File: config.mk
export PLATFORM = sky130hd
export DESIGN_NAME = seg7_scan_ctrl
export DESIGN_NICKNAME = d
export VERILOG_FILES = /design/src/rtl/seg7_scan_ctrl.sv
export SDC_FILE = /design/constraint.sdc
export NUM_CORES = 1
export LEC_CHECK = 0
export CAP_MARGIN = 10
export CORE_MARGIN = 8
export CORE_UTILIZATION = 50
export CTS_BUF_LIST = sky130_fd_sc_hd__clkbuf_8
export CTS_CLUSTER_DIAMETER = 30
export DETAILED_ROUTE_END_ITERATION = 8
export GPL_ROUTABILITY_DRIVEN = 0
export PLACE_DENSITY = 0.81
export SKIP_LAST_GASP = 1
export SLEW_MARGIN = 10
export SYNTH_ARGS = -nofsm -noshare
export SYNTH_HDL_FRONTEND = slang
export SYNTH_SLANG_ARGS = --single-unit
File: constraint.sdc
create_clock -name clk -period 6 [get_ports clk]
set_clock_uncertainty 0.2 [all_clocks]
set_input_delay 1.2 -clock clk [delete_from_list [all_inputs] [get_ports clk]]
set_output_delay 1.2 -clock clk [all_outputs]
set_load 0.02 [all_outputs]
File: src/rtl/seg7_scan_ctrl.sv
// seg7_scan_ctrl: bus-mapped multiplexed 7-segment display controller.
// It holds a DATA word (one hex nibble per digit) and a CTRL register,
// and scans NUM_DIGITS digits with per-slot brightness PWM, a
// decimal-point mask, a blank mask and leading-zero suppression.
// The dig_en and seg outputs are active low and registered together,
// so both always change on the same clock edge.

module seg7_scan_ctrl #(
    parameter int          NUM_DIGITS = 8,
    parameter int          SCAN_DIV   = 20000,
    parameter logic [31:0] BASE_ADDR  = 32'hFFFF_F000
) (
    input  logic                  clk,
    input  logic                  rst,
    input  logic [31:0]           addr,
    input  logic                  wen,
    input  logic [31:0]           wdata,
    output logic [31:0]           rdata,
    output logic [NUM_DIGITS-1:0] dig_en,
    output logic [7:0]            seg
);

    localparam int CNT_W = $clog2(SCAN_DIV);
    localparam int IDX_W = (NUM_DIGITS > 1) ? $clog2(NUM_DIGITS) : 1;
    localparam logic [CNT_W-1:0] CNT_MAX   = CNT_W'(SCAN_DIV - 1);
    localparam logic [CNT_W-1:0] PHASE_DIV = CNT_W'(SCAN_DIV / 16);
    localparam logic [IDX_W-1:0] IDX_MAX   = IDX_W'(NUM_DIGITS - 1);
    localparam logic [31:0]      CTRL_ADDR = BASE_ADDR + 32'd4;

    logic [31:0]           data_q;
    logic                  en_q;
    logic                  lzs_q;
    logic [7:0]            dp_q;
    logic [7:0]            blank_q;
    logic [3:0]            duty_q;
    logic [CNT_W-1:0]      cnt_q;
    logic [IDX_W-1:0]      idx_q;
    logic [NUM_DIGITS-1:0] suppressed;
    logic [CNT_W-1:0]      phase;
    logic [3:0]            nibble;
    logic                  lit;
    logic                  sel_data;
    logic                  sel_ctrl;

    // Active-low segment pattern {a,b,c,d,e,f,g} for one hex nibble.
    function automatic logic [6:0] font(input logic [3:0] n);
        case (n)
            4'h0: font = 7'b0000001;
            4'h1: font = 7'b1001111;
            4'h2: font = 7'b0010010;
            4'h3: font = 7'b0000110;
            4'h4: font = 7'b1001100;
            4'h5: font = 7'b0100100;
            4'h6: font = 7'b0100000;
            4'h7: font = 7'b0001111;
            4'h8: font = 7'b0000000;
            4'h9: font = 7'b0000100;
            4'hA: font = 7'b0001000;
            4'hB: font = 7'b1100000;
            4'hC: font = 7'b0110001;
            4'hD: font = 7'b1000010;
            4'hE: font = 7'b0110000;
            default: font = 7'b0111000;
        endcase
    endfunction

    assign sel_data = (addr == BASE_ADDR);
    assign sel_ctrl = (addr == CTRL_ADDR);

    // Bus writes into DATA and CTRL; undefined CTRL bits are not stored.
    always_ff @(posedge clk or posedge rst) begin
        if (rst) begin
            data_q  <= 32'h0;
            en_q    <= 1'b1;
            lzs_q   <= 1'b0;
            dp_q    <= 8'h00;
            blank_q <= 8'h00;
            duty_q  <= 4'hF;
        end else if (wen) begin
            if (sel_data) begin
                data_q <= wdata;
            end
            if (sel_ctrl) begin
                en_q    <= wdata[0];
                lzs_q   <= wdata[1];
                dp_q    <= wdata[15:8];
                blank_q <= wdata[23:16];
                duty_q  <= wdata[27:24];
            end
        end
    end

    // Combinational read-back, independent of wen.
    always_comb begin
        rdata = 32'h0;
        if (sel_data) begin
            rdata = data_q;
        end else if (sel_ctrl) begin
            rdata = {4'h0, duty_q, blank_q, dp_q, 6'b0, lzs_q, en_q};
        end
    end

    // Slot counter and digit index; both parked at 0 while disabled so a
    // re-enable starts with digit 0 and a full slot.
    always_ff @(posedge clk or posedge rst) begin
        if (rst) begin
            cnt_q <= '0;
            idx_q <= '0;
        end else if (!en_q) begin
            cnt_q <= '0;
            idx_q <= '0;
        end else if (cnt_q == CNT_MAX) begin
            cnt_q <= '0;
            idx_q <= (idx_q == IDX_MAX) ? '0 : idx_q + IDX_W'(1);
        end else begin
            cnt_q <= cnt_q + CNT_W'(1);
        end
    end

    // Leading-zero suppression: walk down from the top digit while nibbles
    // stay zero; digit 0 is always shown.
    always_comb begin
        logic zero_run;
        zero_run   = 1'b1;
        suppressed = '0;
        for (int i = NUM_DIGITS - 1; i >= 1; i--) begin
            zero_run      = zero_run & (data_q[4*i +: 4] == 4'h0);
            suppressed[i] = lzs_q & zero_run;
        end
    end

    // Lit decision for the digit currently in its slot.
    always_comb begin
        phase  = cnt_q / PHASE_DIV;
        nibble = data_q[{idx_q, 2'b00} +: 4];
        lit    = en_q & (phase <= CNT_W'(duty_q)) & ~blank_q[idx_q] & ~suppressed[idx_q];
    end

    // Registered drive of digit enables and segments.
    always_ff @(posedge clk or posedge rst) begin
        if (rst) begin
            dig_en <= '1;
            seg    <= 8'hFF;
        end else if (lit) begin
            dig_en <= ~(NUM_DIGITS'(1) << idx_q);
            seg    <= {font(nibble), ~dp_q[idx_q]};
        end else begin
            dig_en <= '1;
            seg    <= 8'hFF;
        end
    end

endmodule

==> reports/qor.yml, run 1 <==
ios: 115
layout_commonest_cell: "clkdlybuf4s50_1"
routed-via-count: 5479
power_density_mw_per_mm2: 133.8
synth_cell_types: 78
drcViolationCount: 0
yosysSeqAreaShare_pct: 36.64
final-seq-area_mm2: 0.002232
worstSkewPairLatency_ns: 0.37
synth-warning-count: 0
setup_viol: 0
wirelength_mm: 17.46
path_max_fanout: 8
post_drt_via_cell_ratio: 6.219
clock.fmax_mhz: 170.1
path_buf_inv: 2
io_buffers: 114
root_buffer: "clkbuf_8"
wire_per_inst_um: 19.82
cp_top_family: "compound AO/OA/AOI/OAI gates"
clk_pin_slew_ns: 0.09
final.setup.tns_ns: 0
cts_buffers: 9
p_leak_nw: 3.249
post-route-util_pct: 64.91
cp-start-kind: "flop"
dieArea_mm2: 0.01595
critical-path-max-stage-delay_ns: 0.59
slew_headroom_pct: 26.28
synth-seq-cells: 88
initial_utilization_pct: 50.85
worst_pin_slew_ns: 1.096
synthCells: 609
ir_worst_vdd_uv: 90.65
grt_first_pass_wirelength_mm: 27.28
final_cell_mix: "114 x clkdlybuf4s50_1, 68 x nor2_1, 64 x dfrtp_1"
first_pass_iters: 8
status: "finished clean"
drive_gt1_share_pct: 23.16
insertedDiodeCount: 0
min_path_type: "flop to flop"
grt_pass1_vias: 5369
final_max_slew_viol_count: 0
multiInputGateArea_mm2: 0.003711
h-tree-depth: 3
slowest_stage: "or4b_1"
crit_path_end_kind: "flop"
worstPathCellList: "or4b_1 > or3_4 > a22oi_4 > a31oi_4 > mux2_4 > o32ai_4 > buf_4 > a211oi_1 > o21ai_2 > a41oi_4 > nor2b_1 > a211o_1 > a221o_1 > a21oi_1 > ha_1 > nor2b_1 > o21ai_1 > nand2b_1 > a21oi_1 > a41oi_1 > nor2_1 > o21ai_4 > buf_4 > a21o_1"
num_rows: 40
avgSynthCellArea_um2: 9.987
cap_violations: 0
finalHoldViolations: 0
ys.flop_type: "dfrtp_1"
clock_path_buffers: 2
cts.sinks: 88
synth.net_count: 696
dpl.hpwl_mm: 12.79
period_share_pct: 97.98
grt.overflow.total: 0
whs_ns: 0.3188
required_ns: 6.10
finalCriticalPeriod_ns: 5.879
synth_edf_count: 0
async_flop_share_pct: 100.0
grt.total_usage_pct: 20.72
critical_path_class: "flop to flop"
ant_nets: 0
synth_area_mm2: 0.006082
cts_hold_buf: 0
die_h_um: 126.3
area.growth.synth_to_final_pct: 27.65
arrival_ns: 5.98
grt_max_degree: 51
n_fill_cell: 897
antenna_found_initial: 0
drt_iter0_drc: 691
die_x_um: 126.3
fp.coreArea_mm2: 0.01196
nets: 816
cts_tree: "yes"
## flip-flops by register name, summed over array words and instances (netlist names)
signal	cells
idx_q	3
data_q	32
lzs_q	1
duty_q	4
en_q	1
dp_q	8
dig_en	8
cnt_q	15
blank_q	8
seg	8
## cell type report
| cell class | instances | share of cell area [%] |
|---|---|---|
| multi-input cells | 464 | 47.80 |
| flip-flops and latches | 88 | 28.75 |
| repair buffers | 143 | 17.63 |
| well taps | 147 | 2.369 |
| clock buffers | 9 | 1.595 |
| inverters | 23 | 1.160 |
| clock inverters | 7 | 0.6930 |
## cell usage after synthesis (16+ instances only)
| master | instances | area (um^2) |
|---|---|---|
| a21oi_1 | 17 | 85.08 |
| clkbuf_1 | 22 | 82.58 |
| dfstp_2 | 21 | 551.8 |
| xnor2_1 | 16 | 140.1 |
| inv_1 | 20 | 75.07 |
| nand2_1 | 47 | 176.4 |
| o21ai_0 | 19 | 95.09 |
| nor2_1 | 68 | 255.2 |
| mux2_2 | 56 | 630.6 |
| dfrtp_1 | 67 | 1677 |
| ha_1 | 20 | 250.2 |
| mux2i_1 | 30 | 300.3 |
## per-layer routing
metal	routed length (um)	GRT usage, %
met1	7308	26.79
met2	8394	34.21
met3	1337	4.357
met4	420	6.299
met5	0	0
## per-stage QoR
step                std cells  instance area (um^2)  total power [mW]  worst slack [ns]
floorplan                 609                  6082            0.6209            0.5706
global placement          848                  7360            0.6706            0.2410
detailed placement        848                  7360            0.6726          -0.04797
CTS                       865                  7561             1.048           0.08064
global route              881                  7764             1.074          -0.06112
finish                    881                  7764             1.039            0.1213
## worst paths after layout
kind                       slack (ns)  depth (start not counted)             endpoint                from
max in group asynchronous        3.49                          3   cnt_q[8]$_DFF_PP0_                 rst
setup / recovery                 0.12                         24     seg[0]$_DFF_PP1_  cnt_q[7]$_DFF_PP0_
hold reg to reg                  0.32                          1   cnt_q[0]$_DFF_PP0_  cnt_q[0]$_DFF_PP0_
min in group asynchronous        1.03                          2  dp_q[4]$_DFFE_PP0P_                 rst
setup reg to reg                 0.12                         24     seg[0]$_DFF_PP1_  cnt_q[7]$_DFF_PP0_
hold / removal                   0.32                          1   cnt_q[0]$_DFF_PP0_  cnt_q[0]$_DFF_PP0_
## where the power goes
| group | switching [mW] | internal [mW] |
|---|---|---|
| clock | 0.224 | 0.154 |
| combinational | 0.0252 | 0.0422 |
| sequential | 0.00000000382 | 0.593 |
| total | 0.250 | 0.790 |
## kinds of logic after synthesis
logic type	count (synthesis)	synth area share, %
fa+ha+maj	21	4.279
compound gates	111	14.77
simple gates	208	16.62
mux	100	20.37
xor+xnor	24	3.580
flops	88	36.64
buf+inv	57	3.744
## worst reg2reg max path: cells and delay by family (launching register included)
kind	cells	cell delay (ns)
muxes	1	0.38
buffers and inverters	2	0.37
adders and majority gates	1	0.17
and+or+nand+nor	6	1.48
AOI/OAI and AO/OA	14	2.75
DFF	1	0.45
## timing repair
item | CTS | global route
endpoints found under the setup margin | 6 | 16
pin swaps | 1 | 7
setup buffers | 1 | 16
gates resized for setup | 4 | 20
No activity file was read; power rests on OpenSTA's default activity.
==> run 2: changes to the inputs <==
Settings changed: CORE_UTILIZATION 50 to 55, PLACE_DENSITY 0.81 to 0.88.
==> reports/qor.yml, run 2 (synthesized netlist as in run 1, its figures left out) <==
status: "finished clean"
final_cell_mix: "114 x clkdlybuf4s50_1, 65 x nor2_1, 62 x dfrtp_1"
critical_path_class: "flop to flop"
io_buffers: 114
first_pass_iters: 7
ant_nets: 0
reg_top3: "data_q (32), cnt_q (15)"
slew_headroom_pct: 22.32
fin_cells: 863
layout_commonest_cell: "clkdlybuf4s50_1"
min_path_type: "flop to flop"
area.growth.synth_to_final_pct: 25.61
worstSkewPairLatency_ns: 0.37
power.total_mw: 1.054
largest_reg_flops: 32
dieArea_mm2: 0.01468
drive_gt1_share_pct: 21.88
grt_max_degree: 47
fin_ws_ns: 0.2231
clock.fmax_mhz: 173.1
post_drt_via_cell_ratio: 6.170
period_share_pct: 96.28
cts_buffers: 9
dpl.hpwl_mm: 12.75
dp_slack_ns: -0.04047
p_comb_share_pct: 6.4
finalHoldViolations: 0
design_area_mm2: 0.007640
worstPathCellList: "or4b_1 > or3_1 > a22oi_4 > buf_12 > buf_4 > a211oi_1 > o31a_1 > o21ba_1 > or3_1 > a21oi_1 > a41oi_2 > nor2b_1 > a211o_1 > a221o_1 > a21oi_1 > ha_1 > nor2b_1 > o21ai_0 > nand2b_1 > a21oi_1 > a41oi_1 > nor2_2 > o21ai_4 > a221o_1"
wire_per_inst_um: 19.73
antenna_found_initial: 1
cellInternalPower_mw: 0.7963
fp.coreArea_mm2: 0.01084
ir_worst_vdd_uv: 144.9
final_max_slew_viol_count: 0
grt_first_pass_wirelength_mm: 27.10
clk_pin_slew_ns: 0.10
path_max_fanout: 9
setup_viol: 0
clkPwrFrac_pct: 37.3
p_leak_nw: 3.175
cap_violations: 0
whs_ns: 0.3075
die_x_um: 121.2
cts.sinks: 88
cp-start-kind: "flop"
routed-via-count: 5325
critical-path-max-stage-delay_ns: 0.58
sw_frac_of_total_pct: 24.48
grt_pass1_vias: 5363
grt.overflow.total: 0
cts_hold_buf: 0
clock_path_buffers: 2
cp_top_family: "compound AO/OA/AOI/OAI gates"
ios: 115
worst_pin_slew_ns: 1.162
required_ns: 6.09
regMostFlops: "data_q"
initial_utilization_pct: 56.11
cts_tree: "yes"
wirelength_mm: 17.03
switching_power_mw: 0.2581
crit_path_frequent_cell: "a21oi_1"
power_frac_seq_pct: 56.3
h-tree-depth: 3
drt_iter0_drc: 549
slowest_stage: "or4b_1"
dpl.cell_count: 839
die_h_um: 121.2
path_buf_inv: 2
drcViolationCount: 0
nets: 804
root_buffer: "clkbuf_8"
grt.total_usage_pct: 22.79
power_density_mw_per_mm2: 138.0
crit_path_end_kind: "flop"
place_area_mm2: 0.007336
arrival_ns: 5.86
finalCriticalPeriod_ns: 5.777
num_rows: 38
run 2: worst reg2reg max path: stages (launching register included):
cell      delay (ns)
dfrtp_2         0.48
or4b_1          0.58
or3_1           0.40
a22oi_4         0.27
buf_12          0.15
buf_4           0.10
a211oi_1        0.06
o31a_1          0.29
o21ba_1         0.21
or3_1           0.41
a21oi_1         0.18
a41oi_2         0.21
nor2b_1         0.19
a211o_1         0.28
a221o_1         0.32
a21oi_1         0.15
ha_1            0.16
nor2b_1         0.04
o21ai_0         0.14
nand2b_1        0.07
a21oi_1         0.14
a41oi_1         0.08
nor2_2          0.19
o21ai_4         0.13
a221o_1         0.28
run 2: path summary, 6_finish.rpt:
kind	from	endpoint	slack [ns]	depth (start not counted)
min in group asynchronous	rst	data_q[27]$_DFFE_PP0P_	1.07	2
min reg2reg	cnt_q[0]$_DFF_PP0_	cnt_q[0]$_DFF_PP0_	0.31	1
max reg2reg	cnt_q[7]$_DFF_PP0_	seg[6]$_DFF_PP1_	0.22	24
min	cnt_q[0]$_DFF_PP0_	cnt_q[0]$_DFF_PP0_	0.31	1
max	cnt_q[7]$_DFF_PP0_	seg[6]$_DFF_PP1_	0.22	24
max in group asynchronous	rst	en_q$_DFFE_PP1P_	3.48	3
run 2: area by class of cell:
| type | instances | area (um^2) |
|---|---|---|
| multi-input combinational | 464 | 3672 |
| clock inverter | 7 | 62.56 |
| clock buffer | 9 | 123.9 |
| timing repair buffer | 131 | 1279 |
| tap | 140 | 175.2 |
| antenna | 1 | 2.502 |
| inverter | 23 | 90.09 |
| sequential | 88 | 2235 |
| fill | 754 | 3201 |
run 2: metal layers:
layer | vias to the layer above | part of all wire (%) | track usage (%)
met1 | 2597 | 41 | 28.20
met5 | - | 0 | 0
met2 | 241 | 48 | 37.69
li1 | 2439 | - | -
met3 | 48 | 7.3 | 5.398
met4 | 0 | 3.1 | 9.098
run 2: stage by stage:
step                TNS (ns)  util (%)
finish                     0     70.48
global route        -0.04194     70.48
CTS                        0     69.49
detailed placement  -0.08415     67.67
global placement           0     67.67
floorplan                  0         -
run 2: timing repair:
| action | 4_1_cts | 5_1_grt |
|---|---|---|
| endpoints found under the setup margin | 14 | 16 |
| gates resized for setup | 1 | 16 |
| pin swaps | 2 | 5 |
| buffers inserted | 1 | 6 |
| endpoints found under the hold margin | 0 | 0 |
run 2: power by group through the flow:
| stage | clock network, mW | logic, mW | registers (mW) |
|---|---|---|---|
| 2_1_floorplan | 0 | 0.0164 | 0.604 |
| 3_3_place_gp | 0 | 0.0657 | 0.604 |
| 3_5_place_dp | 0 | 0.0675 | 0.604 |
| 4_1_cts | 0.398 | 0.0676 | 0.593 |
| 5_1_grt | 0.420 | 0.0722 | 0.593 |
| 6_report | 0.394 | 0.0674 | 0.593 |
==> run 3: changes to the inputs <==
Settings changed: CORE_UTILIZATION 55 to 50, PLACE_DENSITY 0.88 to 0.81, SETUP_SLACK_MARGIN set to 0.2.
==> reports/qor.yml, run 3 (synthesized netlist as in run 1, its figures left out) <==
cts_buffers: 9
num_rows: 40
largest_reg_flops: 32
rr_worst_depth: 24
insertedDiodeCount: 0
rsz0062_at_grt: "no"
cp-start-kind: "flop"
finalCriticalPeriod_ns: 5.660
switching_power_mw: 0.2510
setup_viol: 0
post-route-util_pct: 66.57
grt_first_pass_wirelength_mm: 27.54
min_path_type: "flop to flop"
drcViolationCount: 0
h-tree-depth: 3
timing.rr.end: "seg[0]$_DFF_PP1_"
cts.sinks: 88
n_fill_cell: 866
worst_pin_slew_ns: 1.108
cap_violations: 0
ant_nets: 0
cts_tree: "yes"
nets: 825
hp-start: "cnt_q[0]$_DFF_PP0_"
dpl.hpwl_mm: 12.79
power_density_mw_per_mm2: 130.7
slowest_stage: "or4b_4"
path_buf_inv: 2
worstPathCellList: "or4b_4 > or3_4 > a22oi_4 > a31oi_2 > mux2_4 > or2_4 > o21ai_4 > inv_2 > a31o_4 > a41oi_4 > nor4_2 > a211o_1 > a221o_1 > a21oi_2 > ha_2 > nor2b_1 > o21ai_1 > nand2b_1 > a21oi_2 > a41oi_2 > nor2_2 > o21ai_4 > buf_4 > a21o_1"
grt.overflow.total: 0
area.growth.synth_to_final_pct: 30.92
clock_path_buffers: 2
die_h_um: 126.3
required_ns: 6.10
r2r_start: "cnt_q[6]$_DFF_PP0_"
p_comb_share_pct: 6.5
sw_frac_of_total_pct: 24.12
clock.fmax_mhz: 176.7
critical-path-max-stage-delay_ns: 0.57
post_drt_via_cell_ratio: 6.220
initial_utilization_pct: 50.85
antenna_found_initial: 0
crit_path_end_kind: "flop"
path_max_fanout: 8
p_leak_nw: 3.309
die_x_um: 126.3
io_buffers: 114
critical_path_class: "flop to flop"
ios: 115
power.total_mw: 1.041
path_depth: 24
ir_worst_vdd_uv: 92.18
grt.total_usage_pct: 20.95
root_buffer: "clkbuf_8"
fp.coreArea_mm2: 0.01196
drive_gt1_share_pct: 27.32
slew_headroom_pct: 25.43
arrival_ns: 5.76
final_max_slew_viol_count: 0
clk_pin_slew_ns: 0.09
r2r_setup_slack_ns: 0.34
grt_max_degree: 51
regMostFlops: "data_q"
status: "finished clean"
final.setup.tns_ns: 0
grt_pass1_vias: 5411
worstSkewPairLatency_ns: 0.37
wire_per_inst_um: 20.01
dieArea_mm2: 0.01595
min_to: "cnt_q[0]$_DFF_PP0_"
clkPwrFrac_pct: 36.5
hold_depth: 1
wirelength_mm: 17.81
cts_hold_buf: 0
routed-via-count: 5536
drt_iter0_drc: 701
cp_top_family: "compound AO/OA/AOI/OAI gates"
layout_commonest_cell: "clkdlybuf4s50_1"
period_share_pct: 94.34
reg_top3: "data_q (32), cnt_q (15)"
power_frac_seq_pct: 57.0
first_pass_iters: 7
final_cell_mix: "114 x clkdlybuf4s50_1, 64 x nor2_1, 61 x dfrtp_1"
finalHoldViolations: 0
cellInternalPower_mw: 0.7896
[run 3: cell types whose count changed in the layout (fill, tap and decap cells not counted), sizes merged]
cell	change
clkbuf	-1
clkinvlp	+2
clkinv	-1
buf	+21
diode	-1
inv	-1
a22oi	+1
[run 3: how the worst max path moves through the flow]
| stage | start | slack [ns] | endpoint |
|---|---|---|---|
| finish | cnt_q[6]$_DFF_PP0_ | 0.34 | seg[0]$_DFF_PP1_ |
| global route | cnt_q[6]$_DFF_PP0_ | 0.13 | seg[0]$_DFF_PP1_ |
| CTS | cnt_q[8]$_DFF_PP0_ | 0.22 | seg[3]$_DFF_PP1_ |
| detailed placement | cnt_q[7]$_DFF_PP0_ | -0.05 | seg[3]$_DFF_PP1_ |
| global placement | cnt_q[7]$_DFF_PP0_ | 0.24 | seg[3]$_DFF_PP1_ |
| floorplan | cnt_q[7]$_DFF_PP0_ | 0.57 | seg[3]$_DFF_PP1_ |
[run 3: worst reg2reg max path, stage by stage (launching register included)]
cell and delay (ns):
dfrtp_2 0.44, or4b_4 0.58, or3_4 0.44, a22oi_4 0.33, a31oi_2 0.18, mux2_4 0.38
or2_4 0.29, o21ai_4 0.12, inv_2 0.10, a31o_4 0.25, a41oi_4 0.30, nor4_2 0.08
a211o_1 0.24, a221o_1 0.30, a21oi_2 0.15, ha_2 0.17, nor2b_1 0.04, o21ai_1 0.14
nand2b_1 0.09, a21oi_2 0.14, a41oi_2 0.05, nor2_2 0.16, o21ai_4 0.13, buf_4 0.16
a21o_1 0.15
[run 3: power groups by stage]
stage	Combinational, mW	Clock [mW]	Sequential (mW)
final	0.0675	0.380	0.593
after global routing	0.0724	0.408	0.593
after CTS	0.0683	0.387	0.593
after detailed placement	0.0681	0	0.604
after global placement	0.0661	0	0.604
after floorplan	0.0164	0	0.604
[run 3: cell type report]
| cell class | count | area (um^2) | area share, % |
|---|---|---|---|
| clock inverter | 7 | 53.80 | 0.6757 |
| timing repair buffer | 151 | 1426 | 17.91 |
| inverter | 23 | 90.09 | 1.131 |
| multi-input combinational | 465 | 3849 | 48.33 |
| tap | 147 | 183.9 | 2.310 |
| sequential | 88 | 2236 | 28.08 |
| clock buffer | 9 | 123.9 | 1.556 |
[run 3: what timing repair did]
action,CTS,global route
gates resized for setup,11,45
setup buffers,5,20
gates cloned,1,0
pin swaps,3,23
endpoints found under the hold margin,0,0
endpoints found under the setup margin,16,16
[run 3: metrics by stage]
step	cell area, um^2	worst slack, ns	hold slack (ns)	std cells
global placement	7360	0.2410	0.2668	848
finish	7963	0.3396	0.3206	890
global route	7963	0.1305	0.3570	890
detailed placement	7360	-0.04797	0.2932	848
floorplan	6082	0.5706	0.2536	609
CTS	7626	0.2204	0.3075	870
[run 3: layer usage]
metal / up-vias / track usage [%] / share of wire [%]
met5: - / 0 / 0
met4: 0 / 6.157 / 1.9
met3: 41 / 4.441 / 7.7
met2: 295 / 35.00 / 49
met1: 2718 / 26.79 / 42
li1: 2482 / - / -
